<file path="config.mk">
export PLATFORM = sky130hd
export DESIGN_NAME = spwm_gate_gen
export DESIGN_NICKNAME = d
export VERILOG_FILES = /design/src/rtl/spwm_pkg.sv /design/src/rtl/spwm_deadtime.sv /design/src/rtl/spwm_gate_gen.sv
export SDC_FILE = /design/constraint.sdc
export NUM_CORES = 1
export LEC_CHECK = 0
export ABC_AREA = 1
export BUFFER_PORTS_ARGS = -buffer_cell sky130_fd_sc_hd__buf_2
export CORE_ASPECT_RATIO = 1.1
export CORE_MARGIN = 10
export CORE_UTILIZATION = 61
export CTS_CLUSTER_DIAMETER = 40
export DETAILED_ROUTE_END_ITERATION = 10
export HOLD_SLACK_MARGIN = 0.05
export PLACE_DENSITY = 0.84
export SLEW_MARGIN = 30
export SYNTH_ARGS = -nofsm -noshare
export SYNTH_HDL_FRONTEND = slang
export SYNTH_SLANG_ARGS = --single-unit
</file>
<file path="constraint.sdc">
create_clock -name clk_in -period 5.9 [get_ports clk_in]
set_clock_uncertainty 0.1 [all_clocks]
set_input_delay 0 -clock clk_in [delete_from_list [all_inputs] [get_ports clk_in]]
set_output_delay 0 -clock clk_in [all_outputs]
set_load 0.005 [all_outputs]
</file>
<file path="src/rtl/spwm_pkg.sv">
// spwm_pkg: shared types and constants for the SPWM gate generator.
// Used by spwm_gate_gen and by spwm_deadtime when SPWM_DEADTIME_EN is defined.
package spwm_pkg;

    localparam int unsigned DEF_DATA_W = 12;
    localparam int unsigned DT_W       = 8;

    typedef enum logic [2:0] {
        IDLE,
        DT_UP,
        HI,
        DT_DN,
        LO
    } gate_state_t;

endpackage

</file>
<file path="src/rtl/spwm_deadtime.sv">
// spwm_deadtime: complementary gate FSM with dead-time insertion.
// Compiled only when SPWM_DEADTIME_EN is defined.
`ifdef SPWM_DEADTIME_EN
module spwm_deadtime
    import spwm_pkg::*;
#(
    parameter int unsigned DT_CYCLES = 8
) (
    input  logic clk_in,
    input  logic rst,
    input  logic en,
    input  logic pwm_raw,
    output logic gate_hi,
    output logic gate_lo
);

    localparam logic [DT_W-1:0] DT_LAST = DT_W'(DT_CYCLES - 1);

    gate_state_t     state_q, state_d;
    logic [DT_W-1:0] dt_cnt_q, dt_cnt_d;

    always_comb begin
        state_d = state_q;
        unique case (state_q)
            IDLE:  state_d = pwm_raw ? DT_UP : DT_DN;
            DT_UP: begin
                // A short pulse returns straight to the gate that was on.
                if (!pwm_raw)                 state_d = LO;
                else if (dt_cnt_q == DT_LAST) state_d = HI;
            end
            HI:    if (!pwm_raw) state_d = DT_DN;
            DT_DN: begin
                if (pwm_raw)                  state_d = HI;
                else if (dt_cnt_q == DT_LAST) state_d = LO;
            end
            LO:    if (pwm_raw) state_d = DT_UP;
            default: state_d = IDLE;
        endcase
        if (!en) state_d = IDLE;

        dt_cnt_d = '0;
        if ((state_d == state_q) && ((state_q == DT_UP) || (state_q == DT_DN)))
            dt_cnt_d = dt_cnt_q + 1'b1;

        gate_hi = (state_q == HI);
        gate_lo = (state_q == LO);
    end

    always_ff @(posedge clk_in) begin
        if (rst) begin
            state_q  <= IDLE;
            dt_cnt_q <= '0;
        end else begin
            state_q  <= state_d;
            dt_cnt_q <= dt_cnt_d;
        end
    end

endmodule
`endif

</file>
<file path="src/rtl/spwm_gate_gen.sv">
// spwm_gate_gen: triangle-carrier SPWM comparator driving one half-bridge leg.
// Define SPWM_DEADTIME_EN to insert dead time via spwm_deadtime; otherwise gates are plain registered.
module spwm_gate_gen
    import spwm_pkg::*;
#(
    parameter int unsigned DATA_W    = DEF_DATA_W,
    parameter int unsigned CARR_MAX  = 1250,
    parameter int unsigned DT_CYCLES = 8
) (
    input  logic              clk_in,
    input  logic              rst,
    input  logic              en,
    input  logic [DATA_W-1:0] sample_in,
    input  logic              sample_valid,
    output logic              sample_req,
    output logic [DATA_W-1:0] carrier_out,
    output logic              pwm_raw,
    output logic              gate_hi,
    output logic              gate_lo
);

    localparam logic [DATA_W-1:0] PEAK = DATA_W'(CARR_MAX);

    logic [DATA_W-1:0] cnt_q, cnt_d;
    logic [DATA_W-1:0] shadow_q, shadow_d;
    logic [DATA_W-1:0] active_ref_q, active_ref_d;
    logic              dir_up_q, dir_up_d;
    logic              pwm_raw_q, pwm_raw_d;
    logic              at_tp;

    always_comb begin
        at_tp    = (cnt_q == '0) || (cnt_q == PEAK);
        dir_up_d = dir_up_q;
        if (cnt_q == '0)        dir_up_d = 1'b1;
        else if (cnt_q == PEAK) dir_up_d = 1'b0;
        cnt_d = dir_up_d ? cnt_q + 1'b1 : cnt_q - 1'b1;

        shadow_d = sample_valid ? sample_in : shadow_q;

        // Same-cycle bypass so a sample arriving on the turning point is used at once.
        active_ref_d = active_ref_q;
        if (at_tp) active_ref_d = sample_valid ? sample_in : shadow_q;

        pwm_raw_d = en & (active_ref_q > cnt_q);
    end

    always_ff @(posedge clk_in) begin
        if (rst) begin
            cnt_q        <= '0;
            dir_up_q     <= 1'b1;
            shadow_q     <= '0;
            active_ref_q <= '0;
            pwm_raw_q    <= 1'b0;
        end else begin
            cnt_q        <= cnt_d;
            dir_up_q     <= dir_up_d;
            shadow_q     <= shadow_d;
            active_ref_q <= active_ref_d;
            pwm_raw_q    <= pwm_raw_d;
        end
    end

    assign sample_req  = at_tp & ~rst;
    assign carrier_out = cnt_q;
    assign pwm_raw     = pwm_raw_q;

`ifdef SPWM_DEADTIME_EN
    spwm_deadtime #(
        .DT_CYCLES (DT_CYCLES)
    ) u_deadtime (
        .clk_in  (clk_in),
        .rst     (rst),
        .en      (en),
        .pwm_raw (pwm_raw_q),
        .gate_hi (gate_hi),
        .gate_lo (gate_lo)
    );
`else
    logic gate_hi_q, gate_hi_d;
    logic gate_lo_q, gate_lo_d;

    always_comb begin
        gate_hi_d = en & pwm_raw_q;
        gate_lo_d = en & ~pwm_raw_q;
    end

    always_ff @(posedge clk_in) begin
        if (rst) begin
            gate_hi_q <= 1'b0;
            gate_lo_q <= 1'b0;
        end else begin
            gate_hi_q <= gate_hi_d;
            gate_lo_q <= gate_lo_d;
        end
    end

    assign gate_hi = gate_hi_q;
    assign gate_lo = gate_lo_q;
`endif

endmodule

</file>
==> key figures <==
Status
  • Status: completed

Critical path
  • Critical Path Fanout Max: 11
  • Worst EP arrival: 2.96 ns
  • Worst-path cell chain: nand2_1, nor2_2, nand3_2, nand2_2, nand2_2, inv_1, ha_1, a21oi_1, nor2_1, nor2_1, nand3_1, nand2_1, nand2_1, nor2_1
  • Max stage delay cell, worst path: dfxtp_1
  • Crit path launch: carrier_out[5]
  • Crit-path max cell delay: around 0.51 ns
  • Critical path required time: roughly 6 ns
  • Critical path buffer and inverter count: 1
  • Top delay family on crit path: simple AND/OR/NAND/NOR gates
  • WS Path Type: reg -> reg
  • Crit path capture type: register
  • RR Startpoint: carrier_out[5]
  • Nature of the critical path startpoint: register

Clock tree
  • Setup bufs post-CTS: 0
  • Clk root buf: clkbuf_4
  • Max clock buf depth: 2
  • Clk_lat worst skew: 0.35 ns
  • CTS Buf Count: 5
  • Clock-pin slew on the worst setup and hold paths: 0.13 ns
  • CTS tree: yes
  • Clock sink count: 40
  • CTS H-tree depth: 2

Power
  • Internal Power: 0.4023 mW
  • Max VDD drop: 0.1718 mV
  • Sequential Power Share: 0.517
  • Power per cell area: 213.2 nW/um^2
  • P_leak: 1.300 nW
  • Gate power share: 0.218
  • Clk pwr share: 0.266
  • Sw Pwr: approximately 0.18 mW
  • Sw Share: 0.3115

GRT
  • Remaining Overflow, GRT: 0
  • Initial antenna violation count: 0
  • Largest net degree at the start of global routing: 25
  • Number of global-route vias before repair: roughly 2200
  • Total GRT Usage: 0.2004
  • First-pass GRT wire length: about 11 mm

Yosys
  • Synthesized instance count: 275
  • Mean Syn Cell Area: 8.049 um^2
  • Post-synthesis sequential area ratio: 0.3618
  • Seq cells post-synth: 40
  • Fraction of registers with async set/reset: 0
  • Netlist cell types: 29
  • Synth Flop Type: dfxtp_1
  • Syn_nets: approximately 310
  • Area contributors post-synth: dfxtp_1 (36%), ha_1 (12%), a21oi_1 (6.3%)
  • Commonest cells in the netlist: dfxtp_1 (40), nand2_1 (37), nor2_1 (36)
  • Yosys top cell by area: dfxtp_1
  • Yosys warnings: 0
  • Share of the synthesized area in the top cell type: 0.3618
  • Synth Cell Area: 2213 um^2
  • Count leader, synth: dfxtp_1
  • Post-synth EDFFs: 0

Timing
  • RSZ-0062 raised after global routing: false
  • Fmax: 0.3604 GHz
  • Setup TNS: 0 ns
  • Final setup viols: 0
  • Headroom to the max-slew limit: 0.4284
  • Period utilization: 0.4703
  • Minimum clock period: 2.775 ns
  • Final Hold Fails: 0
  • Measured slew at the worst slew-check pin: 0.8564 ns
  • Slew Viols, Final: 0

Detailed routing
  • Top Metal Used: met4
  • Met2 WL: 3.372 mm
  • DR WL/cell: between 15 and 20 um
  • Drt pass-1 iters: 5
  • ANT nets after route: 0
  • Met1 wire length: 2.455 mm
  • Routed via count: 2180
  • Post-DR vias/cell: ~5.7
  • Met3 WL: 483 um
  • Wirelength, routed: 6.480 mm
  • 1st-iter DRT viols: 171
  • # DRC: 0

Floorplanning
  • Die area: 6441 um^2
  • # IOs: 32
  • Num rows: 22
  • Die span in y: 83.18 um
  • Initial core utilization: 0.6485
  • Width of the die: 77.44 um
  • Core Region: 3413 um^2

Hold path
  • Hold Startpoint: sample_valid
  • Hold WC Path Type: in -> reg

Final layout
  • Share of cells above drive strength 1: 0.2024
  • Filler Cell Count: 229
  • Layout Nets: 374
  • Ant diodes: 0
  • Post-route insts no fill: roughly 380
  • Syn-to-layout area delta: 23.80%

Placement
  • Placed Cells: 347
  • # port buffers: 31
  • DP HPWL: a little under 4 mm
  • Routability cong.: between 0.9 and 1

Run
  • Maxcap violations: 0
[cells in the final DEF (no fill, tap or decap), drive strengths merged]
master       netlist  layout
buf                5      31
fa                 1       1
nand4              2       2
mux2i             12      12
nor3               2       2
nor2              39      39
nand3             14      14
a21oi             36      36
dlygate4sd3        0      29
inv               28      28
dfxtp             40      40
o211ai             2       2
clkbuf             2       6
a21boi             1       1
a21o               1       1
clkinvlp           0       2
ha                22      22
o21bai             2       2
nand2             42      42
o21ai             24      24
[final timing paths]
kind / to / slack, ns / depth (start not counted)
max: carrier_out[9] / 3.13 / 14
min: active_ref_q[1] / 0.13 / 3
max reg2reg: carrier_out[9] / 3.13 / 14
min reg2reg: gate_lo / 0.34 / 1
[kinds of logic (layout without fill, tap and decap cells)]
group           Yosys count  after routing  share of synthesized area
simple gates             99             99                     0.1995
compound gates           66             66                     0.1832
fa+ha+maj                23             23                     0.1334
mux                      12             12                    0.05427
buf+inv                  35             96                    0.06783
flops                    40             40                     0.3618
[repair_timing]
action,in CTS,in global routing
hold endpoints to repair,29,0
hold buffers,29,0
resized for setup,0,0
[worst register-to-register path, delay by kind of cell, from the launching register on]
kind                       cells  cell delay, ns
AOI/OAI and AO/OA              1            0.31
buffers and inverters          1            0.31
and+or+nand+nor               11            1.12
adders and majority gates      1            0.36
DFF                            1            0.51
[metal layers]
metal | vias up | track usage
li1 | 1053 | -
met1 | 988 | 0.2209
met5 | - | 0
met4 | 0 | 0.09076
met2 | 116 | 0.3510
met3 | 23 | 0.04849
[sequential cells by signal, summed over array words and instances (netlist names)]
signal,flops
active_ref_q,12
pwm_raw,1
shadow_q,12
dir_up_q,1
gate_hi,1
gate_lo,1
carrier_out,12
[power by group through the flow]
| stage | clock (mW) | sequential [mW] | combinational (mW) |
|---|---|---|---|
| final | 0.155 | 0.302 | 0.127 |
| after global routing | 0.166 | 0.304 | 0.138 |
| after CTS | 0.153 | 0.300 | 0.116 |
| after detailed placement | 0 | 0.307 | 0.0996 |
| after global placement | 0 | 0.306 | 0.0971 |
| after floorplan | 0 | 0.304 | 0.0795 |
[cell type report]
type	count	area, um^2	share of cell area
multi-input cells	200	1262	0.4607
flip-flops and latches	40	800.8	0.2922
repair buffers	60	445.4	0.1626
inverters	28	105.1	0.03836
well taps	48	60.06	0.02192
clock buffers	6	51.30	0.01872
clock inverters	2	15.01	0.005479
[through the flow]
step | utilization | power, mW | area [um^2] | hold slack [ns] | setup slack (ns)
floorplan | - | 0.3837 | 2213 | 0.01379 | 3.691
global placement | 0.6983 | 0.4028 | 2384 | 0.1357 | 3.257
detailed placement | 0.6983 | 0.4061 | 2384 | 0.1364 | 3.262
CTS | 0.8028 | 0.5694 | 2740 | 0.08984 | 3.230
global route | 0.8028 | 0.6074 | 2740 | 0.1468 | 2.931
finish | 0.8028 | 0.5843 | 2740 | 0.1303 | 3.125
(Power assumes the default switching activity.)
